--- src/rtl/cu_pkg.sv ---
// Shared definitions for the multicycle control unit: state encoding,
// RV32I major opcodes and the trap-cause codes reported on trap_cause.
package cu_pkg;

    typedef enum logic [2:0] {
        INIT  = 3'd0,
        FETCH = 3'd1,
        EXEC  = 3'd2,
        WB    = 3'd3,
        TRAP  = 3'd4
    } state_t;

    localparam logic [6:0] OP_R      = 7'b0110011;
    localparam logic [6:0] OP_I      = 7'b0010011;
    localparam logic [6:0] OP_JALR   = 7'b1100111;
    localparam logic [6:0] OP_JAL    = 7'b1101111;
    localparam logic [6:0] OP_LUI    = 7'b0110111;
    localparam logic [6:0] OP_AUIPC  = 7'b0010111;
    localparam logic [6:0] OP_BRANCH = 7'b1100011;
    localparam logic [6:0] OP_LOAD   = 7'b0000011;
    localparam logic [6:0] OP_STORE  = 7'b0100011;
    localparam logic [6:0] OP_SYSTEM = 7'b1110011;

    localparam logic [1:0] CAUSE_NONE    = 2'b00;
    localparam logic [1:0] CAUSE_INTR    = 2'b01;
    localparam logic [1:0] CAUSE_ILLEGAL = 2'b10;
    localparam logic [1:0] CAUSE_BUS     = 2'b11;

    // Counter width able to hold 0..limit; a disabled timer still needs one bit.
    function automatic int timer_width(input int limit);
        return (limit > 0) ? $clog2(limit + 1) : 1;
    endfunction

endpackage

--- src/rtl/cu_wait_timer.sv ---
// Memory-wait counter. Counts enabled cycles since the last clear and flags
// the cycle on which the LIMIT-th consecutive wait is happening.
module cu_wait_timer
    import cu_pkg::*;
#(
    parameter int LIMIT = 16
) (
    input  logic clk,
    input  logic RST,
    input  logic clr,
    input  logic en,
    output logic expired
);

    localparam int W = timer_width(LIMIT);
    localparam logic [W-1:0] LAST = (LIMIT > 0) ? W'(LIMIT - 1) : '0;
    localparam bit ENABLED = (LIMIT > 0);

    logic [W-1:0] count_reg;

    // Clear on reset or state change, otherwise count wait cycles (saturating).
    always_ff @(posedge clk) begin
        if (RST || clr) begin
            count_reg <= '0;
        end else if (en && (count_reg != {W{1'b1}})) begin
            count_reg <= count_reg + 1'b1;
        end
    end

    // The current wait cycle is the last one allowed when the count has
    // already reached LIMIT-1 earlier waits.
    assign expired = ENABLED && (count_reg == LAST);

endmodule

--- src/rtl/cu_fsm_hs.sv ---
// Multicycle OTTER control FSM with memory-ready handshake, per-access wait
// timeout and trap entry for interrupts, illegal opcodes and bus timeouts.
module cu_fsm_hs
    import cu_pkg::*;
#(
    parameter int MEM_HS  = 1,
    parameter int TIMEOUT = 16,
    parameter int INTR_EN = 1
) (
    input  logic       clk,
    input  logic       RST,
    input  logic [6:0] opcode,
    input  logic [2:0] funct3,
    input  logic       intr,
    input  logic       mem_ready,
    output logic       pc_write,
    output logic       reg_write,
    output logic       mem_we2,
    output logic       mem_rden1,
    output logic       mem_rden2,
    output logic       reset,
    output logic       csr_we,
    output logic       mret_exec,
    output logic       trap_taken,
    output logic [1:0] trap_cause
);

    state_t     ps_reg;
    state_t     ns_next;
    logic [1:0] trap_cause_reg;
    logic [1:0] cause_next;
    logic       ready;
    logic       waiting;
    logic       complete;
    logic       expired;
    logic       timer_clr;

    // Zero-wait builds see every access finish immediately.
    assign ready     = (MEM_HS != 0) ? mem_ready : 1'b1;
    assign timer_clr = (ns_next != ps_reg);

    cu_wait_timer #(
        .LIMIT(TIMEOUT)
    ) u_wait_timer (
        .clk    (clk),
        .RST    (RST),
        .clr    (timer_clr),
        .en     (waiting),
        .expired(expired)
    );

    // Next-state decode and all Moore/Mealy enables from the present state.
    always_comb begin
        ns_next    = ps_reg;
        cause_next = trap_cause_reg;
        complete   = 1'b0;
        waiting    = 1'b0;
        pc_write   = 1'b0;
        reg_write  = 1'b0;
        mem_we2    = 1'b0;
        mem_rden1  = 1'b0;
        mem_rden2  = 1'b0;
        reset      = 1'b0;
        csr_we     = 1'b0;
        mret_exec  = 1'b0;
        trap_taken = 1'b0;

        case (ps_reg)
            INIT: begin
                reset   = 1'b1;
                ns_next = FETCH;
            end
            FETCH: begin
                mem_rden1 = 1'b1;
                if (ready) begin
                    ns_next = EXEC;
                end else begin
                    waiting = 1'b1;
                    if (expired) begin
                        ns_next    = TRAP;
                        cause_next = CAUSE_BUS;
                    end
                end
            end
            EXEC: begin
                case (opcode)
                    OP_R, OP_I, OP_JALR, OP_JAL, OP_LUI, OP_AUIPC: begin
                        pc_write  = 1'b1;
                        reg_write = 1'b1;
                        complete  = 1'b1;
                    end
                    OP_BRANCH: begin
                        pc_write = 1'b1;
                        complete = 1'b1;
                    end
                    OP_LOAD: begin
                        mem_rden2 = 1'b1;
                        ns_next   = WB;
                    end
                    OP_STORE: begin
                        if (ready) begin
                            mem_we2  = 1'b1;
                            pc_write = 1'b1;
                            complete = 1'b1;
                        end else begin
                            waiting = 1'b1;
                            // The write strobe is withdrawn on the aborting cycle.
                            if (expired) begin
                                ns_next    = TRAP;
                                cause_next = CAUSE_BUS;
                            end else begin
                                mem_we2 = 1'b1;
                            end
                        end
                    end
                    OP_SYSTEM: begin
                        pc_write = 1'b1;
                        complete = 1'b1;
                        if (funct3 != 3'b000) begin
                            reg_write = 1'b1;
                            csr_we    = 1'b1;
                        end else begin
                            mret_exec = 1'b1;
                        end
                    end
                    default: begin
                        ns_next    = TRAP;
                        cause_next = CAUSE_ILLEGAL;
                    end
                endcase
            end
            WB: begin
                mem_rden2 = 1'b1;
                if (ready) begin
                    pc_write  = 1'b1;
                    reg_write = 1'b1;
                    complete  = 1'b1;
                end else begin
                    waiting = 1'b1;
                    if (expired) begin
                        ns_next    = TRAP;
                        cause_next = CAUSE_BUS;
                    end
                end
            end
            TRAP: begin
                trap_taken = 1'b1;
                pc_write   = 1'b1;
                ns_next    = FETCH;
            end
            default: begin
                ns_next = INIT;
            end
        endcase

        // Interrupts are only accepted on an instruction boundary.
        if (complete) begin
            if (intr && (INTR_EN != 0)) begin
                ns_next    = TRAP;
                cause_next = CAUSE_INTR;
            end else begin
                ns_next = FETCH;
            end
        end
    end

    // State and trap-cause registers; cause changes only on trap entry.
    always_ff @(posedge clk) begin
        if (RST) begin
            ps_reg         <= INIT;
            trap_cause_reg <= CAUSE_NONE;
        end else begin
            ps_reg         <= ns_next;
            trap_cause_reg <= cause_next;
        end
    end

    assign trap_cause = trap_cause_reg;

endmodule

--- config.mk ---
export PLATFORM = sky130hd
export DESIGN_NAME = cu_fsm_hs
export DESIGN_NICKNAME = d
export VERILOG_FILES = /design/src/rtl/cu_pkg.sv /design/src/rtl/cu_wait_timer.sv /design/src/rtl/cu_fsm_hs.sv
export SDC_FILE = /design/constraint.sdc
export NUM_CORES = 1
export LEC_CHECK = 0
export CAP_MARGIN = 20
export CORE_MARGIN = 2
export CORE_UTILIZATION = 48
export CTS_BUF_LIST = sky130_fd_sc_hd__clkbuf_4 sky130_fd_sc_hd__clkbuf_8 sky130_fd_sc_hd__clkbuf_16
export DETAILED_ROUTE_END_ITERATION = 10
export HOLD_SLACK_MARGIN = 0.12
export PLACE_DENSITY = 0.92
export SLEW_MARGIN = 30
export SYNTH_ARGS = -nofsm -noshare
export SYNTH_HDL_FRONTEND = slang
export SYNTH_SLANG_ARGS = --single-unit
--- constraint.sdc ---
create_clock -name clk -period 6.1 [get_ports clk]
set_clock_uncertainty 0.1 [all_clocks]
set_input_delay 1.22 -clock clk [delete_from_list [all_inputs] [get_ports clk]]
set_output_delay 1.22 -clock clk [all_outputs]
set_load 0.005 [all_outputs]
Yosys cells after proc, flatten, opt, wreduce, memory -nomap -nowiden

Index checks and enable logic that the tools add are counted.

Register bits: 10
Bits of input ports: 14
Output and inout bits: 11
Word-level logic and storage cells: 67

Add/subtract/negate cells: 1
Equal/unequal tests: 17
Mux-type cells: 37
Reduce and logical (&&, ||, !) cells: 9

Operators by type and width:

| kind                  | count |
|---|---|
| $eq A7 B7 Y1 const B  | 4 |
| $eq A7 B6 Y1 const B  | 3 |
| $mux W1               | 17 |
| $mux W3               | 5 |
| $eq A7 B5 Y1 const B  | 2 |
| $pmux W1 S2           | 6 |
| $pmux W3 S4           | 1 |
| $pmux W3 S3           | 1 |
| $reduce_or A9 Y1      | 1 |
| $mux W2               | 4 |
| $pmux W2 S2           | 2 |
| $reduce_or A8 Y1      | 1 |
| $eq A7 B2 Y1 const B  | 1 |
| $eq A3 B2 Y1 const B  | 2 |
| $reduce_or A6 Y1      | 1 |
| $add A5 B1 Y5 const B | 1 |
| $eq A5 B4 Y1 const B  | 1 |
| $ne A5 B5 Y1 const B  | 1 |
| $reduce_or A2 Y1      | 2 |
| $eq A3 B1 Y1 const B  | 1 |
| $eq A3 B3 Y1 const B  | 1 |
| $logic_not A3 Y1      | 1 |
| $ne A3 B3 Y1          | 1 |
| $pmux W1 S3           | 1 |
| 3 further kinds       | 3 |

Logic depth before layout (Yosys ltp)

Gate-level depths: netlist of run 1.

Depth after elaboration: 8
Mapped depth: 8
Mapped depth without buffers: 8

Hierarchy

A second synthesis of run 1 with hierarchy kept.

Cells, all modules: 104
Area, all modules: 783.3 sq um

Modules (own cells, without submodules):

| module        | instances | cells each | area an instance (sq um) | seq. area each (sq um) |
|---|---|---|---|---|
| cu_fsm_hs     | 1         | 77         | 529.3                    | 100.1 |
| cu_wait_timer | 1         | 27         | 254.0                    | 100.1 |

Worst setup path before layout of run 1

OpenSTA, ideal clock, no wires.

Path kind: input port to output port
From: input opcode[3]
To: output reg_write
Arrival time: 2.233 ns
Data required time: 4.780 ns
Slack: 2.547 ns
Stages on the path: 3
Path buffers: 0
Path through: nand3b_1 or4_4 o22ai_1

Word-level cells in the longest chain between the ends: 4
Elaborated cells between the ends (all ways): 10
Classes of those cells: eq/ne (7); mux (2); reduce/logical (1)

Ends and longest elaborated chain:

| element                                    | line            | source |
|---|---|---|
| start: declaration                         | cu_fsm_hs.sv:12 | `input logic [6:0] opcode,` |
| $eq A7 B6 Y1, or another cell as far along | cu_fsm_hs.sv:86 | `case (opcode)` |
| $reduce_or A6 Y1                           | --              |  |
| $pmux W1 S2 *                              | cu_fsm_hs.sv:86 |  |
| $pmux W1 S2 *                              | cu_fsm_hs.sv:68 | `case (ps_reg)` |
| end: declaration                           | cu_fsm_hs.sv:17 | `output logic reg_write,` |

Every way passes the cells marked *; elsewhere a longest branch is shown, timed or not.

Worst setup path after layout of run 1

From: input opcode[6]
To: output pc_write

Word-level cells in the longest chain between the ends: 4
Elaborated cells between the ends (all ways): 12
Classes of those cells: eq/ne (9); mux (2); reduce/logical (1)

Ends and longest elaborated chain:

| element                                    | line            | source |
|---|---|---|
| $eq A7 B7 Y1, or another cell as far along | cu_fsm_hs.sv:86 |  |
| $reduce_or A8 Y1 (no source line)          | --              |  |
| $pmux W1 S2 *                              | cu_fsm_hs.sv:86 |  |
| $pmux W1 S3 *                              | cu_fsm_hs.sv:68 |  |
| end: declaration                           | cu_fsm_hs.sv:16 | `output logic pc_write,` |

Marks and branches as above.

==> metrics.yaml, run 1 <==
max_freq_ghz: 0.2164
ys_ff_latch: 10
core_mm2: 0.001524
numCtsBuffers: 3
synthCells: 99
r2r_end: "u_wait_timer.count_reg[2]"
syn_area_um2: 790.8
cpLargestDelayFamily: "buffers and inverters"
synth_edf_count: 0
cts_resized: 0
postSynthAreaPerCell_um2: 7.987
total_power_mw: 0.1574
worstHoldStart: "u_wait_timer.count_reg[4]"
critPathLaunchType: "primary input"
grt_overflow: 0
worstPathCellList: "clkdlybuf4s50_1, or3_1, o31ai_2, a211oi_2, nand2b_1, clkdlybuf4s50_1"
setup_tns_ps: 0
ant_nets: 0
critical_path_arrival_ps: 3300
final_nets: 141
ys_seq_area_frac: 0.2532
slew-limit-headroom: 0.6749
syn_to_final_growth_pct: 33.54
fin_util: 0.6929
end_kind: "output pin"
reg2reg_from: "u_wait_timer.count_reg[0]"
synth_largest_area_cell: "dfxtp_1"
synthFlopType: "dfxtp_1"
r2r_cells: 8
crit_end: "pc_write"
pre_cts_ws_ps: 1484
hold_viol_final: 0
clock_latency_ps: 260
post-route-period-util: 0.7575
cts.path.max_buffers: 2
dieHeight_um: 44.59
critPathBufInv: 2
root_buffer: "clkbuf_4"
htree_num_levels: 1
layout_setup_ws_ps: 1479
cp.depth: 6
ys_top_cells_by_area: "dfxtp_1, nor2_1, nor3_1, ha_1, xnor2_1"
ios: 25
cts_tree: "done"
crit_slowest_cell: "clkdlybuf4s50_1"
drive_gt1_frac: 0.09016
critical_path_class: "primary input to output pin"
globalRouteTotalUtil: 0.2313
clkSinkCount: 10
avgViaCountPerCell: 6.261
path_clk_slew_ps: 50
postCtsHoldBufs: 0
wire_per_inst_um: 14.59
grt_max_degree: 13
ir_drop_mv: 0.1079
worstHoldPathType: "register to register"
crit_top_cell: "clkdlybuf4s50_1"
io_buffers: 24
gp_congestion: 0.8667
ys_types: 43
report.final.setup_viol: 0
die-width_um: 44.59
antenna_cells: 0
grt_first_pass_wirelength_mm: 3.484
rsz0062_at_grt: "false"
drv_cap: 0
crit_path_max_fanout: 6
cp-startpoint: "opcode[6]"
finalMaxSlewViolations: 0
cts_setup_buffers: 0
rrSetupSlack_ps: 3900
synth_top_cell_area_share: 0.2532
yosys_warnings: 0
placementRows: 14
cp_slowest_stage_delay_ps: 500
die_area_mm2: 0.001988
power_leakage_nw: 0.3613
hpwl_mm: 1.606
tightest_slew_ps: 486.6
route.detailed.drc: 0
largest_register_ffs: 5
min_period_ps: 4621
firstDrtPassIters: 4
first_iter_violations: 22
vias: 864
syn-num-nets: 116
grt_pass1_vias: 870
initial_core_util: 0.5189
ys_async_sr_fraction: 0
antenna_found_initial: 0
status: "complete, no violations"
finalWirelength_mm: 2.014
p_per_area_mw_per_mm2: 149.1
crit_required_ps: 4780
## cells in the mapped netlist, types with 2 or more instances
cell      instances
a211oi_1          2
a21oi_1           4
and2_1            2
buf_2             2
clkbuf_1          2
dfxtp_1          10
ha_1              3
inv_1             5
nand2b_1          4
nand3_1           3
nand3b_1          2
nor2_1           12
nor2b_1           3
nor3_1            8
nor3b_1           2
nor4_1            2
o21ai_0           4
o22ai_1           2
xnor2_1           3
## worst reg2reg max path: stages, from the launching register on
cell and delay, ps:
dfxtp_1 380, ha_1 190, and3_1 190, ha_1 180, nor2b_1 430, a21oi_1 170, a21o_1 200, nand3_1 180
nor2_1 80
## metrics by stage
step | instance area [um2] | cells | hold slack (ps)
final | 1056 | 138 | 416.2
after global routing | 1056 | 138 | 445.0
after CTS | 1056 | 138 | 421.8
after detailed placement | 1033 | 135 | 414.8
after global placement | 1033 | 135 | 402.3
after floorplan | 790.8 | 99 | 376.9
## report_power, final
group          internal, mW  switching [mW]  total, mW
clock network        0.0226          0.0193     0.0419
registers            0.0675         0.00407     0.0715
logic                0.0229          0.0211     0.0440
## metal layers
metal	GRT usage	share of wire	vias up
met5	0	0	-
li1	-	-	420
met2	0.4435	0.53	40
met4	0.06667	0.014	0
met1	0.2333	0.37	400
met3	0.07347	0.077	4
## cells in the final DEF (no fill, tap or decap), drive strengths merged, types with 2 or more instances in the layout
cell,netlist,final
nand3,3,3
dfxtp,10,10
ha,3,3
nor2,12,12
nor4b,2,2
nand2b,4,4
nor3b,2,2
clkdlybuf4s50,0,24
nor3,9,9
nor2b,3,3
xnor2,3,3
inv,5,5
and2,2,2
o21ai,4,4
clkbuf,2,3
o22ai,2,2
nand3b,2,2
a21oi,4,4
a311oi,2,2
a211oi,3,3
nor4,3,3
## worst min path at each step
stage / endpoint / slack (ps) / cells past startpoint
finish: u_wait_timer.count_reg[4] / 420 / 2
global route: u_wait_timer.count_reg[4] / 440 / 2
CTS: u_wait_timer.count_reg[4] / 420 / 2
detailed placement: u_wait_timer.count_reg[4] / 410 / 2
global placement: u_wait_timer.count_reg[4] / 400 / 2
floorplan: u_wait_timer.count_reg[3] / 380 / 2
## cells by family after synthesis
kind of cell	after synthesis	share of synthesized area
simple gates	49	0.3782
compound gates	24	0.2294
flops	10	0.2532
buf+inv	9	0.04589
xor+xnor	3	0.03323
fa+ha+maj	3	0.04747
mux	1	0.01266
## final cells by class
type,instances,area (um2)
inverter,5,18.77
tap,16,20.02
timing repair buffer,24,240.2
multi-input combinational,80,554.3
sequential,10,200.2
clock buffer,3,22.52
fill,125,467.9
(Power assumes the default switching activity.)
==> inputs of run 2 (changes only) <==
CORE_UTILIZATION = 41   (was 48)
PLACE_DENSITY = 0.85   (was 0.92)
clock period = 4.15 ns   (was 6.1 ns; I/O delays follow)
==> run 2 against run 1 <==
Effect of this change:
- critical endpoint unchanged
- cell area increased by 3.1%
- clock power increased by 110%
- clock-buffer cell count increased by 1
- register-to-register slack got worse by 2000 ps
- via count decreased by 1.3%
- setup slack got worse by 1100 ps
- combinational power increased by 48%
- sequential power increased by 47%
==> metrics.yaml, run 2 (synthesis results as in run 1) <==
firstDrtPassIters: 3
end_kind: "output pin"
total_power_mw: 0.2597
clkSinkCount: 10
final_cell_mix: "clkdlybuf4s50_1, nor2_1, dfxtp_1, nor3_1, inv_1"
antenna_cells: 0
finalMaxSlewViolations: 0
nFillCells: 174
htree_num_levels: 1
die-width_um: 47.92
globalRouteTotalUtil: 0.1927
cp_slowest_stage_delay_ps: 490
grt_pass1_vias: 755
finalWirelength_mm: 2.018
worstPathCellList: "clkdlybuf4s50_1, or3_1, o31ai_2, a211oi_2, nand2b_1, clkdlybuf4s50_1"
critical_path_class: "primary input to output pin"
p_per_area_mw_per_mm2: 238.6
clock_latency_ps: 280
drv_cap: 0
final_nets: 142
tightest_slew_ps: 503.0
cts_tree: "done"
grt_first_pass_wirelength_mm: 3.063
avgViaCountPerCell: 5.725
dieHeight_um: 47.92
crit_path_max_fanout: 6
power_leakage_nw: 0.3728
ios: 25
cts.path.max_buffers: 2
finalInstanceArea_mm2: 0.001089
max_freq_ghz: 0.2623
dp.cells: 145
grt_overflow: 0
rsz0062_at_grt: "false"
antenna_found_initial: 0
cts_resized: 0
io_buffers: 24
path_clk_slew_ps: 60
layout.cells.non_filler: 149
largest_register_ffs: 5
placementRows: 15
postCtsHoldBufs: 0
vias: 853
critPathLaunchType: "primary input"
report.final.setup_viol: 0
grt_max_degree: 13
core_mm2: 0.001764
ant_nets: 0
initial_core_util: 0.4482
layout_commonest_cell: "clkdlybuf4s50_1"
hold_viol_final: 0
wire_per_inst_um: 13.54
numCtsBuffers: 3
layout_setup_ws_ps: 337.3
min_period_ps: 3813
status: "complete, no violations"
post-route-period-util: 0.9187
first_iter_violations: 10
cts_setup_buffers: 0
hpwl_mm: 1.593
drive_gt1_frac: 0.1048
place_area_mm2: 0.001052
slew-limit-headroom: 0.6603
worstHoldPathType: "register to register"
crit_slowest_cell: "clkdlybuf4s50_1"
ir_drop_mv: 0.1432
root_buffer: "clkbuf_4"
die_area_mm2: 0.002296
pre_cts_ws_ps: 356.3
syn_to_final_growth_pct: 37.66
crit_required_ps: 3220
critical_path_arrival_ps: 2880
route.detailed.drc: 0
crit_top_cell: "clkdlybuf4s50_1"
gp_congestion: 0.9119
setup_tns_ps: 0
run 2: cell types whose count changed in the layout (fill, tap and decap cells not counted):
cell / change
clkbuf_8: +1
buf_4: +1
run 2: layout make-up:
class                      count  area (um2)  share of cell area
clock buffer                   4       36.28             0.03333
inverter                       5       18.77             0.01724
multi-input combinational     80       554.3              0.5092
sequential                    10       200.2              0.1839
tap                           25       31.28             0.02874
timing repair buffer          25       247.7              0.2276
run 2: worst paths after layout:
kind | startpoint | end | slack [ps] | depth (start not counted)
worst min-delay path | u_wait_timer.count_reg[4] | u_wait_timer.count_reg[4] | 430 | 2
worst min register to register | u_wait_timer.count_reg[4] | u_wait_timer.count_reg[4] | 430 | 2
worst max-delay path | opcode[2] | pc_write | 340 | 6
worst max register to register | u_wait_timer.count_reg[0] | u_wait_timer.count_reg[4] | 1950 | 8
run 2: critical path: cells and delay by family:
family | cells | cell delay [ps]
compound gates | 2 | 510
simple gates | 2 | 570
buf+inv | 2 | 980
run 2: where the power goes:
| group | switching, mW | internal, mW |
|---|---|---|
| clock network | 0.0361 | 0.0534 |
| logic | 0.0310 | 0.0341 |
| registers | 0.00607 | 0.0991 |
| total | 0.0731 | 0.187 |
run 2: layer usage:
layer | part of all wire | GRT usage
met5 | 0 | 0
met2 | 0.51 | 0.3600
met3 | 0.045 | 0.04528
met4 | 0.012 | 0.06486
met1 | 0.43 | 0.2099
run 2: per-stage QoR:
step,hold slack (ps),util
CTS,428.0,0.6170
finish,425.6,0.6170
floorplan,376.9,-
global route,462.6,0.6170
detailed placement,406.2,0.5965
global placement,402.9,0.5965
==> inputs of run 3 (changes only) <==
CORE_UTILIZATION = 40   (was 41)
PLACE_DENSITY = 0.83   (was 0.85)
SETUP_SLACK_MARGIN = 0.1   (was default)
SYNTH_HIERARCHICAL = 1   (was default)
==> run 3 against run 2 <==
Effect of this change:
- register-to-register slack worse by 470 ps
- critical path type unchanged
- utilization is 4.9 points lower
- largest cell class unchanged
- area after synthesis is 0.95% lower
- global-route usage is 1.3 points lower
- sequential power about the same
- hold slack worse by 61 ps
- power increased by 0.23%
- maximum frequency increased by 3.3%
- setup slack improved by 120 ps
- cell area is 0.69% lower
- clock power decreased by 4.4%
==> metrics.yaml, run 3 <==
root_buffer: "clkbuf_4"
grt_first_pass_wirelength_mm: 2.987
total_power_mw: 0.2603
synth_largest_area_cell: "dfxtp_1"
route.detailed.drc: 0
min_period_ps: 3692
die-width_um: 48.25
avgViaCountPerCell: 5.423
ys_ff_latch: 10
globalRouteTotalUtil: 0.1800
layout_commonest_cell: "clkdlybuf4s50_1"
grt_max_degree: 14
setup_tns_ps: 0
cts_resized: 0
synthTopCellsByCount: "nor2_1, dfxtp_1, a21oi_1"
critical_path_arrival_ps: 2760
crit_required_ps: 3220
final_nets: 147
layout.cells.non_filler: 156
crit_path_max_fanout: 6
cts.path.max_buffers: 2
crit_top_cell: "clkdlybuf4s50_1"
post-route-period-util: 0.8895
htree_num_levels: 1
status: "complete, no violations"
syn_area_um2: 783.3
finalWirelength_mm: 1.838
place_area_mm2: 0.001045
final_cell_mix: "clkdlybuf4s50_1, nor2_1, dfxtp_1, a21oi_1"
rsz0062_at_grt: "false"
ir_drop_mv: 0.1785
critPathLaunchType: "primary input"
slew-limit-headroom: 0.6913
fin_util: 0.5684
vias: 846
cp_slowest_stage_delay_ps: 500
dp.cells: 152
syn-num-nets: 121
critical_path_class: "primary input to output pin"
wire_per_inst_um: 11.78
yosys_warnings: 6
report.final.setup_viol: 0
syn_to_final_growth_pct: 38.02
drive_gt1_frac: 0.08527
nFillCells: 195
finalInstanceArea_mm2: 0.001081
power_leakage_nw: 0.3908
synth_edf_count: 0
hpwl_mm: 1.474
numCtsBuffers: 3
clock_latency_ps: 260
largest_register_ffs: 5
ys_types: 43
post-synth-top-count-cell: "nor2_1"
placementRows: 16
core_mm2: 0.001902
firstDrtPassIters: 4
antenna_found_initial: 0
path_clk_slew_ps: 60
tightest_slew_ps: 459.6
ios: 25
end_kind: "output pin"
ys_top_cells_by_area: "dfxtp_1, nor2_1, a21oi_1, ha_1, nor2b_1"
rrSetupSlack_ps: 1480
clkSinkCount: 10
drv_cap: 0
gp_congestion: 0.8444
worstHoldPathType: "register to register"
crit_slowest_cell: "clkdlybuf4s50_1"
synthFlopType: "dfxtp_1"
worst_hold_slack_ps: 364.2
synth_top_cell_area_share: 0.2556
dieHeight_um: 48.25
layout_setup_ws_ps: 458.4
cts_setup_buffers: 0
pre_cts_ws_ps: 450.4
antenna_cells: 0
initial_core_util: 0.4118
worstPathCellList: "clkdlybuf4s50_1, and4bb_2, a31oi_1, nor2_1, or3_1, clkdlybuf4s50_1"
ys_seq_area_frac: 0.2556
postSynthAreaPerCell_um2: 7.531
grt_pass1_vias: 755
finalMaxSlewViolations: 0
synthCells: 104
hold_viol_final: 0
p_per_area_mw_per_mm2: 240.8
max_freq_ghz: 0.2709
grt_overflow: 0
postCtsHoldBufs: 0
ys_async_sr_fraction: 0
first_iter_violations: 15
io_buffers: 24
cts_tree: "done"
die_area_mm2: 0.002328
ant_nets: 0
==> run 3: changes by cell type after synthesis, moves of 2 or more <==
cell,before,now
a31oi_1,0,2
nand2b_1,4,2
o21ai_1,0,2
nor3_1,8,2
nor2_1,12,14
nand2_1,0,5
nor2b_1,3,5
xnor2_1,3,1
a21oi_1,4,9
==> run 3: logic make-up (layout without fill, tap and decap cells) <==
logic type      Yosys count  count (layout)  synth area share
compound gates           28              28            0.2316
fa+ha+maj                 3               3           0.04793
xor+xnor                  2               2           0.02237
flops                    10              10            0.2556
mux                       1               1           0.01278
buf+inv                   8              33           0.03994
simple gates             52              52            0.3898
==> run 3: final timing paths <==
| kind | startpoint | endpoint | cells after the start |
|---|---|---|---|
| setup / recovery | opcode[3] | pc_write | 6 |
| hold / removal | trap_cause[1] | trap_cause[1] | 1 |
| setup reg to reg | u_wait_timer/count_reg[0] | u_wait_timer/count_reg[4] | 11 |
| hold reg to reg | trap_cause[1] | trap_cause[1] | 1 |
==> run 3: cell type report <==
type | count | area [um2] | area share
well taps | 27 | 33.78 | 0.03125
multi-input cells | 86 | 551.8 | 0.5104
repair buffers | 24 | 240.2 | 0.2222
inverters | 5 | 18.77 | 0.01736
flip-flops and latches | 10 | 200.2 | 0.1852
clock buffers | 4 | 36.28 | 0.03356
==> run 3: worst max-delay path, delay by kind of cell <==
family	cells	cell delay [ps]
and+or+nand+nor	3	760
AOI/OAI and AO/OA	1	220
buffers and inverters	2	950
==> run 3: routing by layer <==
layer  routed length, um  up-vias  global-route usage
met5                   0        -                   0
met4                  12        0             0.09730
met3                 103        2             0.01111
met2                 922       22              0.3342
met1                 800      391              0.2013
li1                    -      431                   -
==> run 3: report_power, final <==
part	leakage [nW]	internal (mW)	total, mW	switching, mW
Clock	0.0210	0.0532	0.0856	0.0323
Combinational	0.289	0.0379	0.0681	0.0301
Sequential	0.0812	0.0995	0.107	0.00716
